[src/rtl/envelope_generator.sv]
// ADSR envelope generator: 16-bit level stepped on sample ticks, gain taken from level[15:8].
// Optional ENVELOPE_EXP_RELEASE_EN selects a level-proportional (exponential) release step.
module envelope_generator (
    input  logic       clock,
    input  logic       reset_n,
    input  logic       tick,
    input  logic       gate,
    input  logic [7:0] attack_rate,
    input  logic [7:0] decay_rate,
    input  logic [7:0] release_rate,
    input  logic [7:0] sustain_level,
    output logic [7:0] envelope,
    output logic [2:0] state,
    output logic       active,
    output logic       done
);

    localparam logic [2:0] ST_IDLE    = 3'd0;
    localparam logic [2:0] ST_ATTACK  = 3'd1;
    localparam logic [2:0] ST_DECAY   = 3'd2;
    localparam logic [2:0] ST_SUSTAIN = 3'd3;
    localparam logic [2:0] ST_RELEASE = 3'd4;

    logic [15:0] level_q, level_d;
    logic [2:0]  state_q, state_d;
    logic        gate_q;
    logic        active_q;
    logic        done_q, done_d;

    logic        rise_s, fall_s;
    logic [16:0] level17_s;
    logic [16:0] attack_step_s, decay_step_s, release_step_s;
    logic [16:0] attack_sum_s, target_s, decay_limit_s;

    assign rise_s = gate & ~gate_q;
    assign fall_s = ~gate & gate_q;

    // 17-bit arithmetic keeps every sum and comparison free of wrap-around.
    assign level17_s     = {1'b0, level_q};
    assign attack_step_s = {9'd0, attack_rate} + 17'd1;
    assign decay_step_s  = {9'd0, decay_rate} + 17'd1;
    assign attack_sum_s  = level17_s + attack_step_s;
    assign target_s      = {1'b0, sustain_level, 8'h00};
    assign decay_limit_s = target_s + decay_step_s;

`ifdef ENVELOPE_EXP_RELEASE_EN
    assign release_step_s = {5'd0, level_q[15:4]} + 17'd1;
`else
    assign release_step_s = {9'd0, release_rate} + 17'd1;
`endif

    // Next-state and next-level: illegal state, then gate edges, then tick-driven stepping.
    always_comb begin
        level_d = level_q;
        state_d = state_q;
        done_d  = 1'b0;
        if (state_q > ST_RELEASE) begin
            state_d = ST_IDLE;
            level_d = 16'h0000;
        end else if (rise_s) begin
            state_d = ST_ATTACK;
        end else if (fall_s) begin
            if ((state_q == ST_ATTACK) || (state_q == ST_DECAY) || (state_q == ST_SUSTAIN)) begin
                state_d = ST_RELEASE;
            end else begin
                state_d = state_q;
            end
        end else if (tick) begin
            case (state_q)
                ST_IDLE: begin
                    level_d = 16'h0000;
                end
                ST_ATTACK: begin
                    if (attack_sum_s >= 17'h0FFFF) begin
                        level_d = 16'hFFFF;
                        state_d = ST_DECAY;
                    end else begin
                        level_d = attack_sum_s[15:0];
                    end
                end
                ST_DECAY: begin
                    if (level17_s <= decay_limit_s) begin
                        level_d = target_s[15:0];
                        state_d = ST_SUSTAIN;
                    end else begin
                        level_d = level_q - decay_step_s[15:0];
                    end
                end
                ST_SUSTAIN: begin
                    level_d = target_s[15:0];
                end
                ST_RELEASE: begin
                    if (level17_s <= release_step_s) begin
                        level_d = 16'h0000;
                        state_d = ST_IDLE;
                        done_d  = 1'b1;
                    end else begin
                        level_d = level_q - release_step_s[15:0];
                    end
                end
                default: begin
                    level_d = 16'h0000;
                    state_d = ST_IDLE;
                end
            endcase
        end else begin
            level_d = level_q;
            state_d = state_q;
        end
    end

    // State, level, gate history and the registered status flags.
    always_ff @(posedge clock or negedge reset_n) begin
        if (!reset_n) begin
            level_q  <= 16'h0000;
            state_q  <= ST_IDLE;
            gate_q   <= 1'b0;
            active_q <= 1'b0;
            done_q   <= 1'b0;
        end else begin
            level_q  <= level_d;
            state_q  <= state_d;
            gate_q   <= gate;
            active_q <= (state_d != ST_IDLE);
            done_q   <= done_d;
        end
    end

    assign envelope = level_q[15:8];
    assign state    = state_q;
    assign active   = active_q;
    assign done     = done_q;

endmodule

[config.mk]
export PLATFORM = sky130hd
export DESIGN_NAME = envelope_generator
export DESIGN_NICKNAME = d
export VERILOG_FILES = /design/src/rtl/envelope_generator.sv
export SDC_FILE = /design/constraint.sdc
export NUM_CORES = 1
export LEC_CHECK = 0
export ABC_CLOCK_PERIOD_IN_PS = 6000
export CORE_MARGIN = 2
export CORE_UTILIZATION = 30
export CTS_CLUSTER_DIAMETER = 30
export DETAILED_ROUTE_END_ITERATION = 7
export PLACE_DENSITY_LB_ADDON = 0.2
export SETUP_SLACK_MARGIN = 0.4
export SYNTH_ARGS = -nofsm -noshare
export SYNTH_HDL_FRONTEND = slang
export SYNTH_SLANG_ARGS = --single-unit
[constraint.sdc]
create_clock -name clock -period 6 [get_ports clock]
set_clock_uncertainty 0.2 [all_clocks]
set_input_delay 1.2 -clock clock [delete_from_list [all_inputs] [get_ports clock]]
set_output_delay 1.2 -clock clock [all_outputs]
set_load 0.01 [all_outputs]
==> flow_metrics.py <==
metrics = {
    "placement": {
        "gp_congestion": 0.863,
        "placed_cell_area_mm2": 0.00423,
        "hpwl_um": 9080,
        "portBuffers": 48,
        "pre_cts_ws_ns": 0.337,
        "placed_cells": 657,
    },
    "sta": {
        "drv_slew": 0,
        "setup_viol": 0,
        "fmax_ghz": 0.189,
        "worst_pin_slew_ns": 1.09,
        "setup_tns_ns": 0,
        "hold_ws_ns": 0.420,
        "min_period_ns": 5.30,
        "finalCritPeriodShare_pct": 88.3,
        "rsz0062_at_grt": "true",
        "layout_setup_ws_ns": 0.700,
        "hold_violations": 0,
        "max_slew_margin_pct": 26.8,
    },
    "power": {
        "cellPowerDensity_mw_per_mm2": 339,
        "p_leak_nw": 1.76,
        "power_mw": 1.48,
        "ir_worst_vdd_mv": 0.158,
    },
    "detailed_routing": {
        "avgViaCountPerCell": 5.61,
        "vias": 3711,
        "drt-total-wl_um": 11300,
        "drtIter0Drc": 186,
        "drc": 0,
        "wl_per_cell_um": 17.1,
        "dr.pass1.iters": 4,
        "drtAntennaViolNets": 0,
    },
    "clock_tree": {
        "clkTransAtPathRegs_ns": 0.07,
        "clock-sinks": 22,
        "clk_path_buf_depth": 2,
        "root_buffer": "clkbuf_16",
        "clock_latency_ns": 0.26,
        "h-tree-depth": 1,
        "cts_setup_buffers": 0,
        "cts_buffers": 3,
        "cts_tree": "yes",
    },
    "floorplan": {
        "coreArea_mm2": 0.0120,
        "die_height_um": 115,
        "rows": 40,
        "io_pins": 49,
        "die_w_um": 115,
        "start_util_pct": 30.7,
        "dieArea_mm2": 0.0132,
    },
    "logic_synthesis": {
        "syn_area_per_cell_um2": 7.60,
        "ys_seq_elements": 22,
        "synth.cell_area_mm2": 0.00368,
        "async_reset_ff_share_pct": 100,
        "synth_top_area_share_pct": 14.9,
        "yosysWarnings": 0,
        "synth.most_common_cell": "nand2_1",
        "synth_enable_flop_cells": 0,
        "ys_top_cells_by_count": "nand2_1 (49), ha_1 (39), o21ai_0 (39)",
        "synthesis.instances": 485,
        "synth_largest_area_cell": "dfrtp_1",
        "synthFlopType": "dfrtp_1",
        "synthTopCellsByArea": "dfrtp_1 (15%), ha_1 (13%), xnor2_1 (5.9%)",
        "synth_cell_type_count": 69,
        "syn_nets": 563,
        "yosysSeqAreaShare_pct": 14.9,
    },
    "layout": {
        "nNetsFinal": 593,
        "antenna_cells": 0,
        "ff_latch_area_um2": 551,
        "fill_cells": 1294,
        "multi_input_area_mm2": 0.00295,
        "drive_gt1_share_pct": 5.64,
        "design_area_mm2": 0.00437,
        "post-route-util_pct": 36.4,
        "fin_cells": 661,
        "synthToLayoutAreaGrowth_pct": 18.5,
    },
    "global_routing": {
        "grt_pass1_vias": 3503,
        "grt_max_degree": 23,
        "antenna_found_initial": 0,
        "track_usage_pct": 17.1,
        "grt_pass1_wl_um": 18000,
        "grt-ovfl-total": 0,
    },
    "hold_path": {
        "hold_start": "level_q[2]$_DFFE_PN0P_",
        "min_to": "level_q[2]$_DFFE_PN0P_",
        "hold_path_depth": 2,
        "hp-class": "reg -> reg",
    },
    "setup_path": {
        "critPathCaptureType": "flip-flop",
        "r2r-end": "level_q[8]$_DFFE_PN0P_",
        "cp.required_ns": 5.99,
        "critical_path.max_fanout": 9,
        "cp.arrival_ns": 5.29,
        "reg2reg_from": "level_q[0]$_DFFE_PN0P_",
        "startpoint_type": "input port",
        "r2r_cells": 12,
        "r2r_setup_slack_ns": 2.38,
        "path_class": "in -> reg",
    },
    "job": {
        "cap_violations": 0,
    },
    "run_status": {
        "status": "finished, final reports clean",
    },
}
[where the power goes]
group	switching, mW	leakage [nW]	internal, mW
logic	0.583	1.42	0.442
registers	0.0827	0.291	0.182
clock network	0.0595	0.0511	0.133
[layer usage]
metal	GRT usage, %	vias to the layer above	share of wire (%)
met5	0	-	0
met4	5.30	0	2.9
met3	2.42	25	4.4
met2	28.4	89	46
met1	23.2	1748	47
li1	-	1849	-
[timing repair]
item                       4_1_cts  5_1_grt
hold buffers                     0        0
gates resized for setup          0        5
setup endpoints to repair        0        6
[final cells by class]
cell class,count,share of cell area (%)
multi-input cells,417,67.5
clock buffers,3,1.72
flip-flops and latches,22,12.6
inverters,20,1.72
repair buffers,51,11.5
well taps,147,4.21
clock inverters,1,0.688
[cell families after synthesis]
family          share of synthesized area [%]
mux                                     0.849
flops                                    14.9
simple gates                             24.8
buf+inv                                  5.87
xor+xnor                                 9.75
compound gates                           28.9
fa+ha+maj                                14.9
[state kept, by name, summed over array words and instances (netlist names)]
| signal | flops |
|---|---|
| active | 1 |
| done | 1 |
| gate_q | 1 |
| level_q | 16 |
| state | 3 |
[worst max-delay path by stage]
stage,start,end,cells after the start
2_1_floorplan,decay_rate[0],level_q[15]$_DFFE_PN0P_,18
3_3_place_gp,decay_rate[0],level_q[15]$_DFFE_PN0P_,20
3_5_place_dp,decay_rate[0],level_q[15]$_DFFE_PN0P_,20
4_1_cts,decay_rate[0],level_q[15]$_DFFE_PN0P_,20
5_1_grt,decay_rate[0],active$_DFF_PN0_,20
6_report,decay_rate[0],active$_DFF_PN0_,20
[critical path, stage by stage]
cell and delay [ns]:
clkdlybuf4s50_1 0.50, ha_1 0.19, nand3_1 0.12, nor2_1 0.19, nand3_1 0.17, inv_1 0.09
ha_1 0.23, ha_1 0.27, nand2_1 0.08, nor2_1 0.12, xnor2_1 0.13, ha_1 0.26
a21o_1 0.16, a21oi_1 0.17, o21a_1 0.19, a2111oi_4 0.07, nor3b_2 0.63, nor3b_1 0.28
a211o_1 0.14, o21bai_1 0.10
[cell usage in the layout (no fill, tap or decap), drive strengths merged, types with 6 or more instances in the layout]
master / instances
nand4: 6
nor2b: 8
o21ai: 40
nand3: 23
ha: 39
nor3: 13
inv: 20
dfrtp: 22
xnor2: 25
xor2: 16
nand2: 49
o21a: 6
a22oi: 6
nor2: 36
a21o: 8
nor3b: 6
nand2b: 8
a211oi: 11
a21oi: 29
or2: 6
clkdlybuf4s50: 48
o211ai: 11
(Power assumes the default switching activity.)
